File: src/rtl/alu_sequencer.sv
// Microcoded control sequencer for an accumulator/adder datapath.
// Optional macro SEQ_OVF_STOP_EN: carry during ADD/SUB ends the repeat early and flags ovf in DONE.
module alu_sequencer (
  input  logic       clk,
  input  logic       rst,
  input  logic       instr_valid,
  input  logic [7:0] instr,
  output logic       instr_ready,
  input  logic       cf,
  output logic       nLa,
  output logic       nLb,
  output logic       Ea,
  output logic       Eu,
  output logic       sub,
  output logic       busy,
  output logic       done,
  output logic       halted,
  output logic       ovf
);

  typedef enum logic [1:0] {IDLE, EXEC, DONE, HALT} state_t;

  localparam logic [2:0] OP_NOP  = 3'b000;
  localparam logic [2:0] OP_LDA  = 3'b001;
  localparam logic [2:0] OP_LDB  = 3'b010;
  localparam logic [2:0] OP_ADD  = 3'b011;
  localparam logic [2:0] OP_SUB  = 3'b100;
  localparam logic [2:0] OP_OUTA = 3'b101;
  localparam logic [2:0] OP_HLT  = 3'b111;

  state_t     state, state_nxt;
  logic [2:0] op;
  logic [4:0] cnt;
  logic       ovf_flag;
  logic       accept;
  logic       op_arith;
  logic       instr_arith;
  logic       ovf_hit;

  assign accept      = (state == IDLE) && instr_valid;
  assign op_arith    = (op == OP_ADD) || (op == OP_SUB);
  assign instr_arith = (instr[7:5] == OP_ADD) || (instr[7:5] == OP_SUB);

`ifdef SEQ_OVF_STOP_EN
  assign ovf_hit = (state == EXEC) && op_arith && cf;
`else
  logic unused_cf;
  assign unused_cf = cf;
  assign ovf_hit   = 1'b0;
`endif

  always_ff @(posedge clk) begin
    if (rst) begin
      state    <= IDLE;
      ovf_flag <= 1'b0;
    end else begin
      state <= state_nxt;
      if (accept)
        ovf_flag <= 1'b0;
      else if (ovf_hit)
        ovf_flag <= 1'b1;
    end
  end

  // Opcode and remaining count; non-arithmetic ops load zero so EXEC lasts one cycle.
  always_ff @(posedge clk) begin
    if (accept) begin
      op  <= instr[7:5];
      cnt <= instr_arith ? instr[4:0] : 5'd0;
    end else if ((state == EXEC) && (cnt != 5'd0)) begin
      cnt <= cnt - 5'd1;
    end
  end

  always_comb begin
    state_nxt = state;
    case (state)
      IDLE: if (instr_valid) state_nxt = (instr[7:5] == OP_HLT) ? HALT : EXEC;
      EXEC: if ((cnt == 5'd0) || ovf_hit) state_nxt = DONE;
      DONE: state_nxt = IDLE;
      HALT: state_nxt = HALT;
      default: state_nxt = IDLE;
    endcase
  end

  always_comb begin
    nLa = 1'b1;
    nLb = 1'b1;
    Ea  = 1'b0;
    Eu  = 1'b0;
    sub = 1'b0;
    if (state == EXEC) begin
      case (op)
        OP_LDA:  nLa = 1'b0;
        OP_LDB:  nLb = 1'b0;
        OP_ADD:  begin Eu = 1'b1; nLa = 1'b0; end
        OP_SUB:  begin Eu = 1'b1; nLa = 1'b0; sub = 1'b1; end
        OP_OUTA: Ea = 1'b1;
        OP_NOP:  ;
        default: ;
      endcase
    end
  end

  assign instr_ready = (state == IDLE);
  assign busy        = (state == EXEC) || (state == DONE);
  assign done        = (state == DONE);
  assign halted      = (state == HALT);
  assign ovf         = (state == DONE) && ovf_flag;

endmodule

File: config.mk
export PLATFORM = sky130hd
export DESIGN_NAME = alu_sequencer
export DESIGN_NICKNAME = d
export VERILOG_FILES = /design/src/rtl/alu_sequencer.sv
export SDC_FILE = /design/constraint.sdc
export NUM_CORES = 1
export LEC_CHECK = 0
export CORE_UTILIZATION = 40
export CTS_CLUSTER_SIZE = 25
export DETAILED_ROUTE_END_ITERATION = 7
export GPL_ROUTABILITY_DRIVEN = 0
export PLACE_DENSITY_LB_ADDON = 0.2
export REMOVE_ABC_BUFFERS = 1
export SLEW_MARGIN = 40
export SYNTH_ARGS = -nofsm -noshare
export SYNTH_HDL_FRONTEND = slang
export SYNTH_SLANG_ARGS = --single-unit
File: constraint.sdc
create_clock -name clk -period 2.25 [get_ports clk]
set_input_delay 0.225 -clock clk [delete_from_list [all_inputs] [get_ports clk]]
set_output_delay 0.225 -clock clk [all_outputs]
set_load 0.02 [all_outputs]
=== Word-level counts from Yosys, hierarchy flattened ===
Index checks and enable logic that the tools add are counted.

* Register bits after elaboration: 10
* Output and inout port bits: 10

* Reductions and logical operators: 11
* Equal/unequal tests: 13
* Multiplexer cells: 17
* $add $sub $neg: 1

{| class="wikitable"
|+ Operator list
! operator !! number
|-
| $mux W5 || 3
|-
| $eq A3 B3 Y1 const B || 4
|-
| $mux W1 || 10
|-
| $eq A3 B2 Y1 const B || 3
|-
| $pmux W2 S4 || 1
|-
| $mux W2 || 3
|-
| $logic_not A5 Y1 || 1
|-
| $reduce_bool A5 Y1 || 1
|-
| $sub A5 B1 Y5 const B || 1
|-
| $eq A2 B2 Y1 const B || 2
|-
| $eq A3 B1 Y1 const B || 1
|-
| $reduce_or A3 Y1 || 1
|-
| $eq A2 B1 Y1 const B || 1
|-
| $logic_and A1 B1 Y1 || 2
|-
| $logic_not A2 Y1 || 1
|-
| $logic_or A1 B1 Y1 || 2
|-
| $ne A2 B1 Y1 const B || 1
|-
| $ne A2 B2 Y1 const B || 1
|-
| $reduce_and A2 Y1 || 1
|-
| $reduce_bool A2 Y1 || 1
|-
| $reduce_or A2 Y1 || 1
|}

=== Longest topological paths before layout ===
* Depth after elaboration: 4
* Depth in mapped cells: 5

=== Worst setup path before layout ===
No wires, ideal clock.

* Path kind: reg-to-reg
* Start point: register cnt[0]
* End point: register state[0]
* Slack: 0.546 ns
* Stages on the path, launching flop included: 6
* Library setup time: 0.123 ns
* Arrival time: 1.581 ns
* Path through: edfxtp_1 > inv_1 > ha_1 > or4b_4 > a21oi_4 > mux2_1

* Longest elaborated chain between the ends: 3

{| class="wikitable"
|+ Ends and longest elaborated chain
! element !! RTL line !! source
|-
| from (decl) || 33 || <nowiki>logic [4:0] cnt;</nowiki>
|-
| from (signal assigned) || 69 || <nowiki>cnt <= instr_arith ? instr[4:0] : 5'd0;</nowiki>
|-
| from (signal assigned) || 71 || <nowiki>cnt <= cnt - 5'd1;</nowiki>
|-
| $logic_not A5 Y1 || 79 || <nowiki>EXEC: if ((cnt == 5'd0) || ovf_hit) state_nxt = DONE;</nowiki>
|-
| $ne A2 B1 Y1 (no source line) || n/a ||
|-
| $reduce_and A2 Y1 (no source line) || n/a ||
|-
| to (signal assigned) || 57 || <nowiki>state <= state_nxt;</nowiki>
|-
| to (decl) || 31 || <nowiki>state_t state, state_nxt;</nowiki>
|}

Every way passes these cells.
A chain may end at the register's enable or synchronous reset.

=== Final worst setup path ===
* Start point: register state[1]
* End point: output sub

* Longest elaborated chain between the ends: 2

{| class="wikitable"
|+ Ends and longest elaborated chain
! element !! RTL line !! source
|-
| $eq A2 B1 Y1 || 92 || <nowiki>if (state == EXEC) begin</nowiki>
|-
| $mux W1 || 92 ||
|-
| to (decl) || 14 || <nowiki>output logic sub,</nowiki>
|}

Every way passes these cells.

==> results.yml <==
floorplanning:
  fp.dieArea_sq_um: 1770
  start_util_pct: 42.6
  rows: 14
  die_w_um: 42.1
  core_sq_um: 1510
  io_pins: 22
  die_height_um: 42.1
routing:
  wl_per_cell_um: 11.2
  dr.max_layer_used: "met3"
  drtIter0Drc: 3
  drt_wl_total_um: 1080
  vias: 491
  via_per_inst: 5.11
  drt-met1-wl_um: 496
  drc: 0
  antenna_left: 0
  met3_wirelength_um: 65
  wl_met2_um: 516
  first_pass_iters: 2
setup_path:
  path_delay_family: "buffers and inverters"
  cpMaxStageDelayCell: "clkdlybuf4s50_1"
  path_cells: "inv_1, ha_2, nor4bb_1, clkdlybuf4s50_1"
  critPathKind: "reg -> out"
  crit_path_end_kind: "output port"
  cp_num_buf_inv: 2
  cp_data_required_time_ps: 2030
  cp_slowest_stage_delay_ps: 640
  r2r_slack_ps: 470
  critPathLaunchType: "flop"
  cp.arrival_ps: 1880
  crit_fanout: 8
timing:
  skew_ps: 6.11
  period_minus_slack_ps: 2100
  rsz0062_at_grt: "no"
  tns_ps: 0
  setup_ws_ps: 146
  min_period_over_period_pct: 93.5
  slew_violations: 0
  fmax_mhz: 475
  setup_viol: 0
  finalHoldViolations: 0
placed_design:
  dp_slack_ps: 328
  port_buffers: 19
  dp_cells: 92
  dpl.hpwl_um: 875
power_and_ir_drop:
  p_leak_nw: 0.345
  powerDensity_nw_per_um2: 1200
  ir_drop_v: 0.000580
  finalPower_mw: 1.05
final_layout:
  fill_cells: 134
  fin_nets: 98
  syn_to_final_growth_pct: 36.1
  layout_common_cells: "clkdlybuf4s50_1, edfxtp_1, inv_1"
  antenna_cells: 0
  final_cells: 96
  drive_gt1_share_pct: 7.50
  fin_util_pct: 58.0
  layout_commonest_cell: "clkdlybuf4s50_1"
synthesis:
  yosysTopAreaCell: "edfxtp_1"
  synth_seq_area_share_pct: 43.7
  synth_area_leaders: "edfxtp_1, ha_1, dfxtp_1"
  yosysTopAreaCellShare_pct: 37.4
  synth_cell_type_count: 27
  ys_warn_count: 0
  netlist_area_sq_um: 642
  synthCells: 58
  synth_seq_cells: 10
  avgSynthCellArea_sq_um: 11.1
global_routing:
  track_usage_pct: 14.1
  antenna_found_initial: 0
  grt_pass1_wl_um: 1830
  grt_max_degree: 9
  overflow: 0
  grt_pass1_vias: 458
clock_tree:
  cts_inserted_buffers: 3
  cts_num_sinks: 10
  cts_resized: 0
  clock_latency_ps: 260
  cts_tree: "yes"
  h-tree-depth: 1
  clk_pin_slew_ps: 50
  ctsHoldBuffers: 0
  cts_max_path_buffers: 2
  post_cts_buffers: 0
  clockRootBuffer: "clkbuf_4"
min_path:
  hp-class: "reg -> reg"
run_status:
  status: "completed"
run:
  max_cap_viol_count: 0
## final cells by class
| class | count | area, sq um | share of cell area [%] |
|---|---|---|---|
| Timing Repair Buffer | 19 | 190 | 21.8 |
| Multi-Input combinational cell | 42 | 338 | 38.7 |
| Sequential cell | 10 | 280 | 32.1 |
| Inverter | 5 | 18.8 | 2.15 |
| Tap cell | 16 | 20.0 | 2.29 |
| Clock buffer | 4 | 26.3 | 3.01 |
## synthesized netlist by cell type
master	instances
a21oi_4	1
mux2_1	1
nand2_1	3
inv_1	5
and4b_1	1
ha_1	5
nor4bb_1	1
nand2b_1	1
nor2_1	2
o21ai_0	1
dfxtp_1	2
xor2_1	3
a22o_1	4
nor3b_1	2
a211o_1	1
nand3b_1	2
nor2b_1	4
a21oi_1	2
or3b_1	1
mux2i_1	1
or4b_4	1
buf_4	1
conb_1	1
nor3_1	2
edfxtp_1	8
o2bb2ai_1	1
nand3_1	1
## registers in the layout (all words and copies together), names as in the netlist
register,cells
op,3
state,2
cnt,5
## layer usage
| layer | up-vias | track usage (%) |
|---|---|---|
| met2 | 15 | 23.1 |
| met3 | 0 | 6.47 |
| met5 | - | 0 |
| met1 | 223 | 15.7 |
| li1 | 253 | - |
| met4 | 0 | 6.25 |
## metrics by stage
stage	hold slack, ps	area (sq um)
finish	515	873
floorplan	324	634
CTS	522	871
detailed placement	511	845
global route	558	873
global placement	501	845
## tightest hold or removal path, stage by stage, from the launching register on
cell,delay [ps]
dfxtp_1,330
nand2b_1,80
mux2i_1,60
## cells by family after synthesis
kind of cell	share of synthesized area (%)
AOI/OAI and AO/OA	13.1
xor gates and xnor gates	4.09
adders and majority gates	9.75
buffers and inverters	4.09
DFF	43.7
muxes	3.31
other	0.584
and+or+nand+nor	21.4
## worst paths after layout
path	start	endpoint	cells after the start
setup / recovery	state[1]$_SDFFE_PP0P_	sub	4
hold / removal	state[1]$_SDFFE_PP0P_	state[1]$_SDFFE_PP0P_	2
setup reg to reg	cnt[0]$_DFFE_PP_	state[0]$_SDFFE_PP0P_	5
hold reg to reg	state[1]$_SDFFE_PP0P_	state[1]$_SDFFE_PP0P_	2
## power breakdown
part,switching (mW),internal (mW),total (mW),leakage (nW)
clock network,0.0528,0.0681,0.121,0.0150
logic,0.274,0.275,0.549,0.234
registers,0.0630,0.317,0.380,0.0951
Note: power is estimated with default switching activity, not from simulation.
